[config.mk]
export PLATFORM = sky130hd
export DESIGN_NAME = if_id_fetch_queue
export DESIGN_NICKNAME = d
export VERILOG_FILES = /design/src/rtl/if_id_fetch_queue_pkg.sv /design/src/rtl/if_id_fetch_queue_storage.sv /design/src/rtl/if_id_fetch_queue.sv
export SDC_FILE = /design/constraint.sdc
export NUM_CORES = 1
export LEC_CHECK = 0
export BUFFER_PORTS_ARGS = -buffer_cell sky130_fd_sc_hd__buf_2
export CORE_MARGIN = 1.5
export CORE_UTILIZATION = 35
export CTS_BUF_LIST = sky130_fd_sc_hd__clkbuf_16
export DETAILED_ROUTE_END_ITERATION = 12
export GPL_ROUTABILITY_DRIVEN = 0
export SYNTH_ARGS = -nofsm -noshare
export SYNTH_HDL_FRONTEND = slang
export SYNTH_SLANG_ARGS = --single-unit
[constraint.sdc]
create_clock -name clk -period 2.8 [get_ports clk]
set_clock_uncertainty 0.15 [all_clocks]
set_input_delay 0 -clock clk [delete_from_list [all_inputs] [get_ports clk]]
set_output_delay 0 -clock clk [all_outputs]
set_load 0.05 [all_outputs]
[src/rtl/if_id_fetch_queue_pkg.sv]
`default_nettype none
// +----------------------------------------------------------------------------+
// | Module : if_id_fetch_queue_pkg                                             |
// | Brief  : Shared constants and the fetch-entry type for the IF/ID queue.    |
// | Rev    : 1.0  initial release                                              |
// +----------------------------------------------------------------------------+
package if_id_fetch_queue_pkg;

  localparam int WORD     = 32;
  localparam int FQ_DEPTH = 4;

  // Also consumed directly by the decode-stage input.
  typedef struct packed {
    logic [31:0] pc;
    logic [31:0] inst;
  } fetch_entry_t;

endpackage
`default_nettype wire

[src/rtl/if_id_fetch_queue_storage.sv]
`default_nettype none
// +----------------------------------------------------------------------------+
// | Module : fq_storage                                                        |
// | Brief  : DEPTH x WIDTH register array, one sync write, one async read.     |
// | Rev    : 1.0  initial release                                              |
// +----------------------------------------------------------------------------+
module fq_storage
  import if_id_fetch_queue_pkg::*;
#(
  parameter int DEPTH = FQ_DEPTH,
  parameter int PTR_W = 2,
  parameter int WIDTH = $bits(fetch_entry_t)
) (
  input  logic             clk,
  input  logic             we,
  input  logic [PTR_W-1:0] waddr,
  input  logic [WIDTH-1:0] wdata,
  input  logic [PTR_W-1:0] raddr,
  output logic [WIDTH-1:0] rdata
);

  // Data words carry no reset; occupancy is tracked by the controller.
  logic [WIDTH-1:0] r_mem [DEPTH];

  always_ff @(posedge clk) begin
    if (we) begin
      r_mem[waddr] <= wdata;
    end
  end

  assign rdata = r_mem[raddr];

endmodule
`default_nettype wire

[src/rtl/if_id_fetch_queue.sv]
`default_nettype none
// +----------------------------------------------------------------------------+
// | Module : if_id_fetch_queue                                                 |
// | Brief  : IF->ID decoupling FIFO, show-ahead read, single-cycle flush.      |
// | Rev    : 1.0  initial release                                              |
// +----------------------------------------------------------------------------+
module if_id_fetch_queue #(
  parameter int DEPTH = if_id_fetch_queue_pkg::FQ_DEPTH,
  parameter int PTR_W = 2,
  parameter int WORD  = if_id_fetch_queue_pkg::WORD
) (
  input  logic             clk,
  input  logic             rst,
  input  logic             flush,
  input  logic             in_valid,
  input  logic [WORD-1:0]  in_pc,
  input  logic [WORD-1:0]  in_inst,
  output logic             in_ready,
  output logic             out_valid,
  output logic [WORD-1:0]  out_pc,
  output logic [WORD-1:0]  out_inst,
  input  logic             out_ready,
  output logic [PTR_W:0]   count
);

  import if_id_fetch_queue_pkg::*;

  localparam logic [PTR_W:0] c_full = (PTR_W+1)'(DEPTH);
  localparam int             c_ew   = 2 * WORD;

  logic [PTR_W-1:0] r_wr_ptr;
  logic [PTR_W-1:0] r_rd_ptr;
  logic [PTR_W:0]   r_count;
  logic             w_push;
  logic             w_pop;
  logic [c_ew-1:0]  w_rdata;

  // Status comes only from registered count, so in_ready never sees out_ready.
  assign in_ready  = (r_count != c_full);
  assign out_valid = (r_count != '0);
  assign count     = r_count;

  assign w_push = in_valid  & in_ready  & ~flush;
  assign w_pop  = out_valid & out_ready & ~flush;

  fq_storage #(
    .DEPTH (DEPTH),
    .PTR_W (PTR_W),
    .WIDTH (c_ew)
  ) u_storage (
    .clk   (clk),
    .we    (w_push),
    .waddr (r_wr_ptr),
    .wdata ({in_pc, in_inst}),
    .raddr (r_rd_ptr),
    .rdata (w_rdata)
  );

  // Empty queue presents a zeroed bubble instead of stale storage.
  assign out_pc   = out_valid ? w_rdata[c_ew-1:WORD] : '0;
  assign out_inst = out_valid ? w_rdata[WORD-1:0]    : '0;

  always_ff @(posedge clk or negedge rst) begin
    if (!rst) begin
      r_wr_ptr <= '0;
      r_rd_ptr <= '0;
      r_count  <= '0;
    end else if (flush) begin
      r_wr_ptr <= '0;
      r_rd_ptr <= '0;
      r_count  <= '0;
    end else begin
      if (w_push) begin
        r_wr_ptr <= r_wr_ptr + 1'b1;
      end
      if (w_pop) begin
        r_rd_ptr <= r_rd_ptr + 1'b1;
      end
      case ({w_push, w_pop})
        2'b10:   r_count <= r_count + 1'b1;
        2'b01:   r_count <= r_count - 1'b1;
        default: r_count <= r_count;
      endcase
    end
  end

endmodule
`default_nettype wire

Word-level counts from Yosys, hierarchy flattened
Memory sizes are Yosys's and may differ from the RTL's.
Index checks and enable logic that the tools add are counted.

word-level totals
  register bits = 7
  RAM bits = 256
  output and inout bits = 69
  word-level logic and storage cells = 30
  memories kept = 1

operators by class
  $add $sub $neg = 4
  equality and inequality tests = 3
  multiplexer cells = 10
  bitwise logic cells = 5
  reductions and logical operators = 4

memory list
  name             words  width  read ports  clocked after memory_dff  wr ports  RTL line                         RTL
  u_storage.r_mem  4      64     1           0                         1         if_id_fetch_queue_storage.sv:23  logic [WIDTH-1:0] r_mem [DEPTH];

operators with widths
  kind                 number
  $mux 32              2
  $mux 2               4
  $pmux 3 s2           1
  $reduce_bool 3->1    2
  $add 2x1->2 const B  2
  $and 1x1->1          4
  $reduce_bool 2->1    2
  $add 3x1->3 const B  1
  $mux 3               1
  $ne 3x3->1 const B   1
  $sub 3x1->3 const B  1
  $eq 2x1->1 const B   1
  $eq 2x2->1 const B   1
  $mux 1               2
  $not 1->1            1

Logic depth before layout (Yosys ltp)
Gate-level depths: netlist of run 1.

  depth after elaboration = 6
  gate-level depth with buffers = 7
  depth with buffers taken out = 6

Hierarchy
A second synthesis of run 1 with hierarchy kept.

unflattened totals
  cell total of the unflattened synthesis = 467
  area total of the unflattened synthesis = 10328.7 um^2

by module, submodules not included
  module             instances  cells each  area each (um^2)  sequential area each (um^2)
  fq_storage         1          338         9341.5            7687.4
  if_id_fetch_queue  1          129         987.2             175.2

Worst setup path after synthesis of run 1
No wires, ideal clock.

  kind = reg-to-reg
  start = register r_count[1] (netlist: count[1])
  end = memory u_storage.r_mem[0][0] (netlist bit), enable pin
  setup time = 0.429 ns
  arrival = 3.067 ns
  required time = 2.221 ns
  path slack = -0.846 ns
  cell stages (with the launch flop) = 5
  buffers on the path = 1
  period minus slack after synthesis = 3.646 ns
  path through = dfrtp_1 -> buf_2 -> nor3b_1 -> inv_1 -> and3_1

between the ends
  cells in the longest elaborated chain, start to end = 5

ends and longest elaborated chain
  item                          RTL line                         RTL
  start, declared               if_id_fetch_queue.sv:33          logic [PTR_W:0] r_count;
  start signal, assigned        if_id_fetch_queue.sv:80          2'b10: r_count <= r_count + 1'b1;
  start signal, assigned        if_id_fetch_queue.sv:81          2'b01: r_count <= r_count - 1'b1;
  start signal, assigned        if_id_fetch_queue.sv:82          default: r_count <= r_count;
  $ne 3x3->1                    if_id_fetch_queue.sv:39          assign in_ready = (r_count != c_full);
  via in_ready                  if_id_fetch_queue.sv:18          output logic in_ready,
  $and 1x1->1 (2 in series)     if_id_fetch_queue.sv:43          assign w_push = in_valid & in_ready & ~flush;
  $mux 1                        if_id_fetch_queue_storage.sv:26  if (we) begin
  $mux 1 (not written as such)  if_id_fetch_queue_storage.sv:27  r_mem[waddr] <= wdata;
  end, declared                 if_id_fetch_queue_storage.sv:23

The timed path passes the listed nets, and every way through them passes these cells.

Worst setup path in the final report of run 1
  start = register r_count[1] (netlist: count[1])
  end = register r_count[2] (netlist: count[2])

between the ends
  cells in the longest elaborated chain, start to end = 6

ends and longest elaborated chain
  item                                             RTL line                                          RTL
  $ne 3x3->1 or $reduce_bool 3->1 (tied branches)  if_id_fetch_queue.sv:39, if_id_fetch_queue.sv:40
  $and 1x1->1 (on tied branches) (2 in series)     if_id_fetch_queue.sv:43, if_id_fetch_queue.sv:44
  $eq 2x1->1 or $eq 2x2->1 (tied branches)         if_id_fetch_queue.sv:79                           case ({w_push, w_pop})
  $pmux 3 s2                                       if_id_fetch_queue.sv:79
  $mux 3                                           if_id_fetch_queue.sv:68                           end else if (flush) begin

Parallel ways exist; a longest one is shown, timed or not.
A chain may end at the register's enable or synchronous reset.

==> flow_metrics.tcl, run 1 <==
set metrics [dict create \
    run_status "complete, no violations" \
    dominantRegCellSynth "edfxtp_1" \
    num_antenna_cells 0 \
    synth_top_area_share_pct 75.2 \
    power_density_nw_per_um2 913 \
    synth-seq-area-share_pct 76.9 \
    setup_viol 0 \
    setup_repair_bufs_after_cts 0 \
    mappedNetlistNets 544 \
    finalSetupTns_ps 0 \
    floorplan.core_area_sq_um 28700 \
    firstDrtPassIters 4 \
    synth_edf_count 256 \
    crit_path_start_kind "flip-flop" \
    synth_xor_area_share_pct 0.171 \
    layout_min_cycle_time_ps 2670 \
    standard_cell_row_count 62 \
    clock_latency_ps 520 \
    synth_area_leaders "edfxtp_1 75%, mux4_2 14%, and2_1 4.0%, dfrtp_1 1.7%, buf_6 0.55%" \
    h-tree-depth 1 \
    hold_violations 0 \
    end_kind "flip-flop" \
    drcViolationCount 0 \
    postLayoutCellArea_sq_um 13000 \
    die_h_microns 174 \
    cts.sink_count 263 \
    finalHoldWorstSlack_ps 78.4 \
    tritoncts.num_buffers 27 \
    peak_supply_drop_mv 0.630 \
    synth_simple_gate_area_share_pct 5.01 \
    layout_worst_path_cycle_share_pct 95.3 \
    detail_route.iter0.violations 350 \
    floorplan.die_area_sq_um 30200 \
    drv_slew 0 \
    synth_compound_area_share_pct 1.26 \
    detailed_place.area_sq_um 11400 \
    grt_start_max_net_pins 66 \
    drive_above_1_share_pct 37.0 \
    synthCells 470 \
    max_cap_viols 0 \
    drt-wirelength-per-cell_microns 18.5 \
    die_w_microns 174 \
    worst_slew_margin_rel_pct 66.3 \
    ant_nets 0 \
    synth_top_family_by_area "multiplexers" \
    synth_area_leader_cell "edfxtp_1" \
    grt_usage_pct 13.6 \
    number_of_top_level_design_ports 138 \
    crit_fanout 14 \
    min-delay-path-class "in -> reg" \
    synth-adder-area-share_pct 0.685 \
    critical_path_required_ps 3110 \
    wirelength_microns 20300 \
    synth-async-reset-ratio_pct 2.66 \
    worst_ep_arrival_time_ps 2980 \
    clk_transition_reported_paths_ps 60 \
    clock-root-buffer "clkbuf_16" \
    rsz0062_at_grt "false" \
    area_growth_syn_to_layout_pct 27.3 \
    pre_cts_ws_ps 287 \
    finalNetCount 764 \
    vias_per_cell 4.80 \
    grt_antenna_before_repair 0 \
    synth.top_cells.by_count "256 x edfxtp_1, 65 x and2_1, 64 x mux4_2" \
    clock_tree.buffer_depth 3 \
    syn_area_per_cell_sq_um 21.8 \
    route.vias.total 5252 \
    path_class "reg -> reg" \
    grt_pass1_vias 5813 \
    overflow 0 \
    p_leak_nw 4.50 \
    tightestPinTransition_ps 506 \
    ys_warn_count 0 \
    cts_tree "yes" \
    syn_area_sq_um 10200 \
    dominant_cell_by_count_in_the_synthesized_netlist "edfxtp_1" \
    start_util_pct 35.6 \
    achievable-frequency_mhz 375 \
    grt_first_pass_wirelength_microns 32000 \
    ys_seq_elements 263 \
    synth.area.mux_share_pct 14.2 \
    final_critical_path_setup_slack_ps 130 \
    port-buffer-count 137 \
    library_cells_used_by_synthesis 35 \
    fill_cells 2475 \
    dp_hpwl_microns 11500 \
]
[area by class of cell]
cell class                 instances  area [sq um]  area share (%)
clock buffer                      27           676            5.19
tap                              384           480            3.69
multi-input combinational        174          2210            17.0
inverter                           6          22.5           0.173
timing repair buffer             218          1560            12.0
clock inverter                    22           203            1.56
sequential                       263          7870            60.5
[logic make-up (layout without fill, tap and decap cells)]
group           Yosys count  in the layout
mux                      65             65
compound gates           18             18
simple gates             84             84
buf+inv                  33            273
flops                   263            263
xor+xnor                  2              2
fa+ha+maj                 5              5
[placed cells by master, fill, tap and decap left out, types with 2 or more instances in the layout]
cell,instances
edfxtp_1,256
buf_2,137
dlygate4sd3_1,70
and2_1,65
mux4_2,64
clkbuf_16,27
inv_1,9
clkinv_2,9
buf_12,7
clkinv_1,5
dfrtp_1,5
and3_4,4
nand3_1,4
a21oi_1,4
ha_1,4
bufinv_16,4
nor2_1,3
nand2b_1,3
buf_4,3
nor3b_1,2
o21ai_0,2
xor2_1,2
o22ai_1,2
dfrtp_4,2
[worst paths after layout]
path | cells after the start | from | end | slack [ps]
worst min register to register | 2 | r_wr_ptr[0] | r_wr_ptr[0] | 490
worst max-delay path | 7 | count[1] | count[2] | 130
worst max register to register | 7 | count[1] | count[2] | 130
min in group asynchronous | 3 | rst | count[0] | 270
max in group asynchronous | 3 | rst | r_rd_ptr[0] | 1950
worst min-delay path | 2 | in_pc[12] | u_storage.r_mem[3][44] | 80
[critical path: stages, from the launching register on]
cell and delay (ps):
dfrtp_1 540, o31ai_2 370, nor3_1 130, fa_1 370, inv_1 90, a221oi_1 60, a311oi_1 300, dlygate4sd3_1 600
[flip-flops by register name, summed over array words and instances (netlist names)]
register         count
r_rd_ptr             2
r_wr_ptr             2
count                3
u_storage.r_mem    256
[per-stage QoR]
stage,power (mW),util [%],instances
floorplan,7.53,-,470
CTS,12.0,45.3,1094
global placement,8.37,39.8,975
finish,11.9,45.4,1094
global route,12.4,45.4,1094
detailed placement,8.42,39.8,975
[power breakdown]
group | switching, mW | internal, mW | total (mW)
clock | 1.41 | 2.11 | 3.53
combinational | 2.55 | 1.20 | 3.75
sequential | 0.0997 | 4.51 | 4.61
[routing by layer]
| layer | routed length [microns] | global-route usage (%) |
|---|---|---|
| met1 | 8670 | 17.9 |
| met2 | 10100 | 23.0 |
| met3 | 1070 | 2.80 |
| met4 | 420 | 3.56 |
| met5 | 0 | 0 |
[repair_timing]
item	4_1_cts	5_1_grt
hold buffers	70	0
endpoints found under the hold margin	270	0
gates resized for setup	0	2
setup endpoints to repair	0	3
Power figures use the tool's default switching activity.
==> run 2, diff against run 1 <==
Settings changed: SETUP_SLACK_MARGIN set to 0.2.
==> flow_metrics.tcl, run 2 (same netlist as run 1, synthesis figures left out) <==
set metrics [dict create \
    run_status "complete, no violations" \
    firstDrtPassIters 4 \
    crit_fanout 13 \
    clock-root-buffer "clkbuf_16" \
    timing.reg2reg.worst_path_depth 6 \
    p_leak_nw 4.54 \
    min_from "in_pc[20]" \
    max_cap_viols 0 \
    cts.sink_count 263 \
    layout_min_cycle_time_ps 2500 \
    rsz0062_at_grt "true" \
    fill_cells 2498 \
    cts_tree "yes" \
    grt_first_pass_wirelength_microns 33200 \
    achievable-frequency_mhz 400 \
    clock_latency_ps 520 \
    grt_antenna_before_repair 0 \
    area_growth_syn_to_layout_pct 28.4 \
    layout_worst_path_cycle_share_pct 89.3 \
    number_of_top_level_design_ports 138 \
    power_density_nw_per_um2 911 \
    regToRegStartpoint "count[0]" \
    worst_ep_arrival_time_ps 2810 \
    finalNonFillerCells 1104 \
    num_antenna_cells 0 \
    crit_path_start_kind "flip-flop" \
    worst_slew_margin_rel_pct 62.8 \
    grt_pass1_vias 6024 \
    drt-wirelength-per-cell_microns 19.1 \
    cell_by_cell_listing_of_the_critical_path "o31ai_2 -> nor3_1 -> fa_1 -> inv_1 -> o41ai_1 -> a221o_1" \
    hold_end "u_storage.r_mem[2][52]" \
    floorplan.core_area_sq_um 28700 \
    tightestPinTransition_ps 558 \
    grt_usage_pct 14.1 \
    most_common_library_cell_in_the_layout_ignoring_fill_and_taps "edfxtp_1" \
    timing.rr.end "count[1]" \
    standard_cell_row_count 62 \
    detail_route.iter0.violations 336 \
    clk_transition_reported_paths_ps 60 \
    cp_top_family "compound AO/OA/AOI/OAI gates" \
    worst-path-buf-inv 1 \
    overflow 0 \
    end_kind "flip-flop" \
    grt_start_max_net_pins 66 \
    largest_register_ffs 256 \
    h-tree-depth 1 \
    wirelength_microns 21100 \
    slowest_stage_delay_cp_ps 530 \
    die_h_microns 174 \
    final-seq-area_sq_um 7870 \
    route.vias.total 5268 \
    port-buffer-count 137 \
    start_util_pct 35.6 \
    die_w_microns 174 \
    ant_nets 0 \
    placed_cells 981 \
    layout.cells.most_common_list "256 x edfxtp_1, 137 x buf_2, 70 x dlygate4sd3_1" \
    min-delay-path-class "in -> reg" \
    register_to_register_setup_slack_ps 300 \
    floorplan.die_area_sq_um 30200 \
    peak_supply_drop_mv 0.672 \
    hold_violations 0 \
    path_class "reg -> reg" \
    setup_viol 0 \
    register_with_the_most_flip_flops "u_storage.r_mem" \
    dp_hpwl_microns 12400 \
    drv_slew 0 \
    slowest_stage "fa_1" \
    vias_per_cell 4.77 \
    worst_hold_path.num_cells 2 \
    drive_above_1_share_pct 37.8 \
    finalSetupTns_ps 0 \
    finalNetCount 773 \
    drcViolationCount 0 \
    clock_tree.buffer_depth 3 \
    tritoncts.num_buffers 28 \
    multiInputGateArea_sq_um 2210 \
    critical_path_required_ps 3110 \
]
==> run 2: cell count changes in the layout (fill, tap and decap cells not counted), sizes merged <==
cell / delta
bufinv: -2
inv: +2
buf: +8
clkinvlp: +3
clkinv: -3
clkbuf: +2
==> run 2: worst reg2reg max path, delay by kind of cell (launching register included) <==
kind,cells,cell delay [ps]
and+or+nand+nor,1,130
AOI/OAI and AO/OA,3,1020
buffers and inverters,1,80
adders and majority gates,1,530
DFF,1,520
==> run 2: report_power, final <==
group | switching, mW | internal (mW)
Clock | 1.45 | 2.05
Combinational | 2.57 | 1.27
Sequential | 0.124 | 4.51
Total | 4.14 | 7.82
==> run 2: cell type report <==
cell class | instances | share of cell area [%]
Clock buffer | 29 | 5.53
Clock inverter | 22 | 1.21
Inverter | 6 | 0.172
Multi-Input combinational cell | 174 | 16.9
Sequential cell | 263 | 60.0
Tap cell | 384 | 3.66
Timing Repair Buffer | 226 | 12.6
==> run 2: repair_timing <==
action / in CTS / in global routing
buffers inserted: 1 / 1
gates resized for setup: 2 / 3
hold buffers: 70 / 0
endpoints found under the hold margin: 270 / 0
setup endpoints to repair: 56 / 33
==> run 2: how the worst max path moves through the flow <==
stage                            from         end  depth (start not counted)
final                        count[0]    count[1]                          6
after floorplan              count[0]    count[1]                          7
after global routing         count[0]    count[1]                          6
after detailed placement     count[1]    count[1]                          6
after CTS                 r_rd_ptr[0]  out_pc[17]                          4
after global placement       count[1]    count[1]                          6
==> run 2: stage by stage <==
step           utilization, %  hold slack, ps  setup slack (ps)  total power, mW  cell area (sq um)
2_1_floorplan               -            -446               270             7.54              10200
3_3_place_gp             40.0            -312               468             8.42              11500
3_5_place_dp             40.0            -307               185             8.46              11500
4_1_cts                  45.6            48.8               221             12.1              13100
5_1_grt                  45.7            56.9               191             12.5              13100
6_report                 45.7            79.8               301             12.0              13100
==> run 2: metal layers <==
layer  vias up  wire, microns  GRT usage, %
met4         0            416          3.81
met2       126          10400          24.6
li1       2368              -             -
met5         -              0             0
met3        38            880          2.45
met1      2736           9360          18.3
==> run 3, diff against run 2 <==
Settings changed: CORE_ASPECT_RATIO set to 0.9.
==> flow_metrics.tcl, run 3 (same netlist as run 1, synthesis figures left out) <==
set metrics [dict create \
    timing.rr.end "u_storage.r_mem[2][28]" \
    min-delay-path-class "in -> reg" \
    clock_latency_ps 530 \
    clock_tree.buffer_depth 3 \
    detailroute.wirelength.met3_microns 939 \
    floorplan.core_area_sq_um 28800 \
    register_with_the_most_flip_flops "u_storage.r_mem" \
    power_frac_comb_pct 30.6 \
    finalHoldWorstSlack_ps 59.6 \
    die_w_microns 183 \
    internal_power_mw 8.04 \
    drive_above_1_share_pct 37.0 \
    grt_start_max_net_pins 66 \
    crit_fanout 65 \
    crit_path_start_kind "flip-flop" \
    layout.cells.most_common_list "256 x edfxtp_1, 137 x buf_2, 70 x dlygate4sd3_1" \
    p_leak_nw 4.50 \
    rsz0062_at_grt "false" \
    cts_tree "yes" \
    highest_layer_used_for_signal_routing "met4" \
    run_status "complete, no violations" \
    wirelength_microns 19800 \
    register_to_register_setup_slack_ps 410 \
    grt_first_pass_wirelength_microns 30400 \
    drcViolationCount 0 \
    overflow 0 \
    final_core_utilization_pct 45.2 \
    start_util_pct 35.5 \
    grt_antenna_before_repair 0 \
    power_density_nw_per_um2 934 \
    path_class "reg -> out" \
    dp_hpwl_microns 10900 \
    end_kind "primary output" \
    vias_per_cell 4.84 \
    clock-root-buffer "clkbuf_16" \
    max_cap_viols 0 \
    largest_register_ffs 256 \
    tightestPinTransition_ps 1040 \
    p_sw_share_pct 33.9 \
    detail_route.iter0.violations 310 \
    crit_start "count[0]" \
    h-tree-depth 1 \
    clk_transition_reported_paths_ps 60 \
    num_antenna_cells 0 \
    layout_min_cycle_time_ps 2460 \
    grt_pass1_vias 5517 \
    setup_viol 0 \
    drt-wirelength-per-cell_microns 18.4 \
    floorplan.die_area_sq_um 30200 \
    achievable-frequency_mhz 406 \
    detailed_place.area_sq_um 11300 \
    peak_supply_drop_mv 0.765 \
    route.vias.total 5201 \
    postLayoutCellArea_sq_um 13000 \
    power.clock.fraction_pct 31.5 \
    area_growth_syn_to_layout_pct 27.4 \
    m1WireLength_microns 8620 \
    port-buffer-count 137 \
    timing.reg2reg.worst_path_depth 3 \
    ant_nets 0 \
    power.sequential.fraction_pct 37.9 \
    cts.sink_count 263 \
    routed-wl-met2_microns 9750 \
    regToRegStartpoint "count[0]" \
    min_from "in_pc[10]" \
    number_of_top_level_design_ports 138 \
    critical_path_required_ps 2650 \
    layout_worst_path_cycle_share_pct 88.0 \
    worst_slew_margin_rel_pct 30.5 \
    crit_end "out_inst[10]" \
    firstDrtPassIters 4 \
    tritoncts.num_buffers 28 \
    hold_violations 0 \
    drv_slew 0 \
    finalNetCount 761 \
    most_common_library_cell_in_the_layout_ignoring_fill_and_taps "edfxtp_1" \
    die_h_microns 165 \
    setup_repair_bufs_after_cts 0 \
    finalSetupTns_ps 0 \
    standard_cell_row_count 59 \
    switchingPower_mw 4.12 \
    grt_usage_pct 13.0 \
    worst_ep_arrival_time_ps 2310 \
]
-- run 3: metal layers --
layer,vias to the layer above,GRT usage (%)
met5,-,0
met4,0,3.46
met3,34,2.68
met2,124,22.3
met1,2697,17.0
li1,2346,-
-- run 3: how the worst min path moves through the flow --
stage / slack (ps) / end / cells past startpoint
after floorplan: -450 / count[0] / 0
after global placement: -310 / r_wr_ptr[1] / 1
after detailed placement: -300 / count[1] / 1
after CTS: 30 / u_storage.r_mem[2][29] / 2
after global routing: 60 / u_storage.r_mem[2][37] / 2
final: 60 / u_storage.r_mem[1][42] / 2
-- run 3: per-stage QoR --
step,worst slack (ps),instances,power (mW)
floorplan,270,470,7.54
global placement,503,953,8.32
detailed placement,340,953,8.38
CTS,274,1075,12.3
global route,221,1075,12.6
finish,335,1075,12.2
-- run 3: power by group through the flow --
stage / clock (mW) / combinational (mW) / sequential, mW
floorplan: 0 / 2.87 / 4.67
global placement: 0 / 3.65 / 4.67
finish: 3.83 / 3.72 / 4.61
detailed placement: 0 / 3.69 / 4.69
CTS: 3.93 / 3.79 / 4.61
global route: 4.07 / 3.94 / 4.63
-- run 3: area by class of cell --
type,count,area (sq um)
Clock buffer,29,726
Tap cell,366,458
Multi-Input combinational cell,174,2210
Timing Repair Buffer,214,1490
Clock inverter,23,245
Inverter,6,22.5
Fill cell,2495,15800
Sequential cell,263,7870
-- run 3: timing repair --
item | in CTS | in global routing
cloned | 0 | 0
endpoints found under the hold margin | 270 | 0
setup endpoints to repair | 18 | 2
hold buffers | 70 | 0
gates resized for setup | 1 | 2
-- run 3: critical path, stage by stage, from the launching register on --
cell,delay [ps]
dfrtp_1,530
or3_2,520
buf_6,260
and2_1,230
buf_2,220
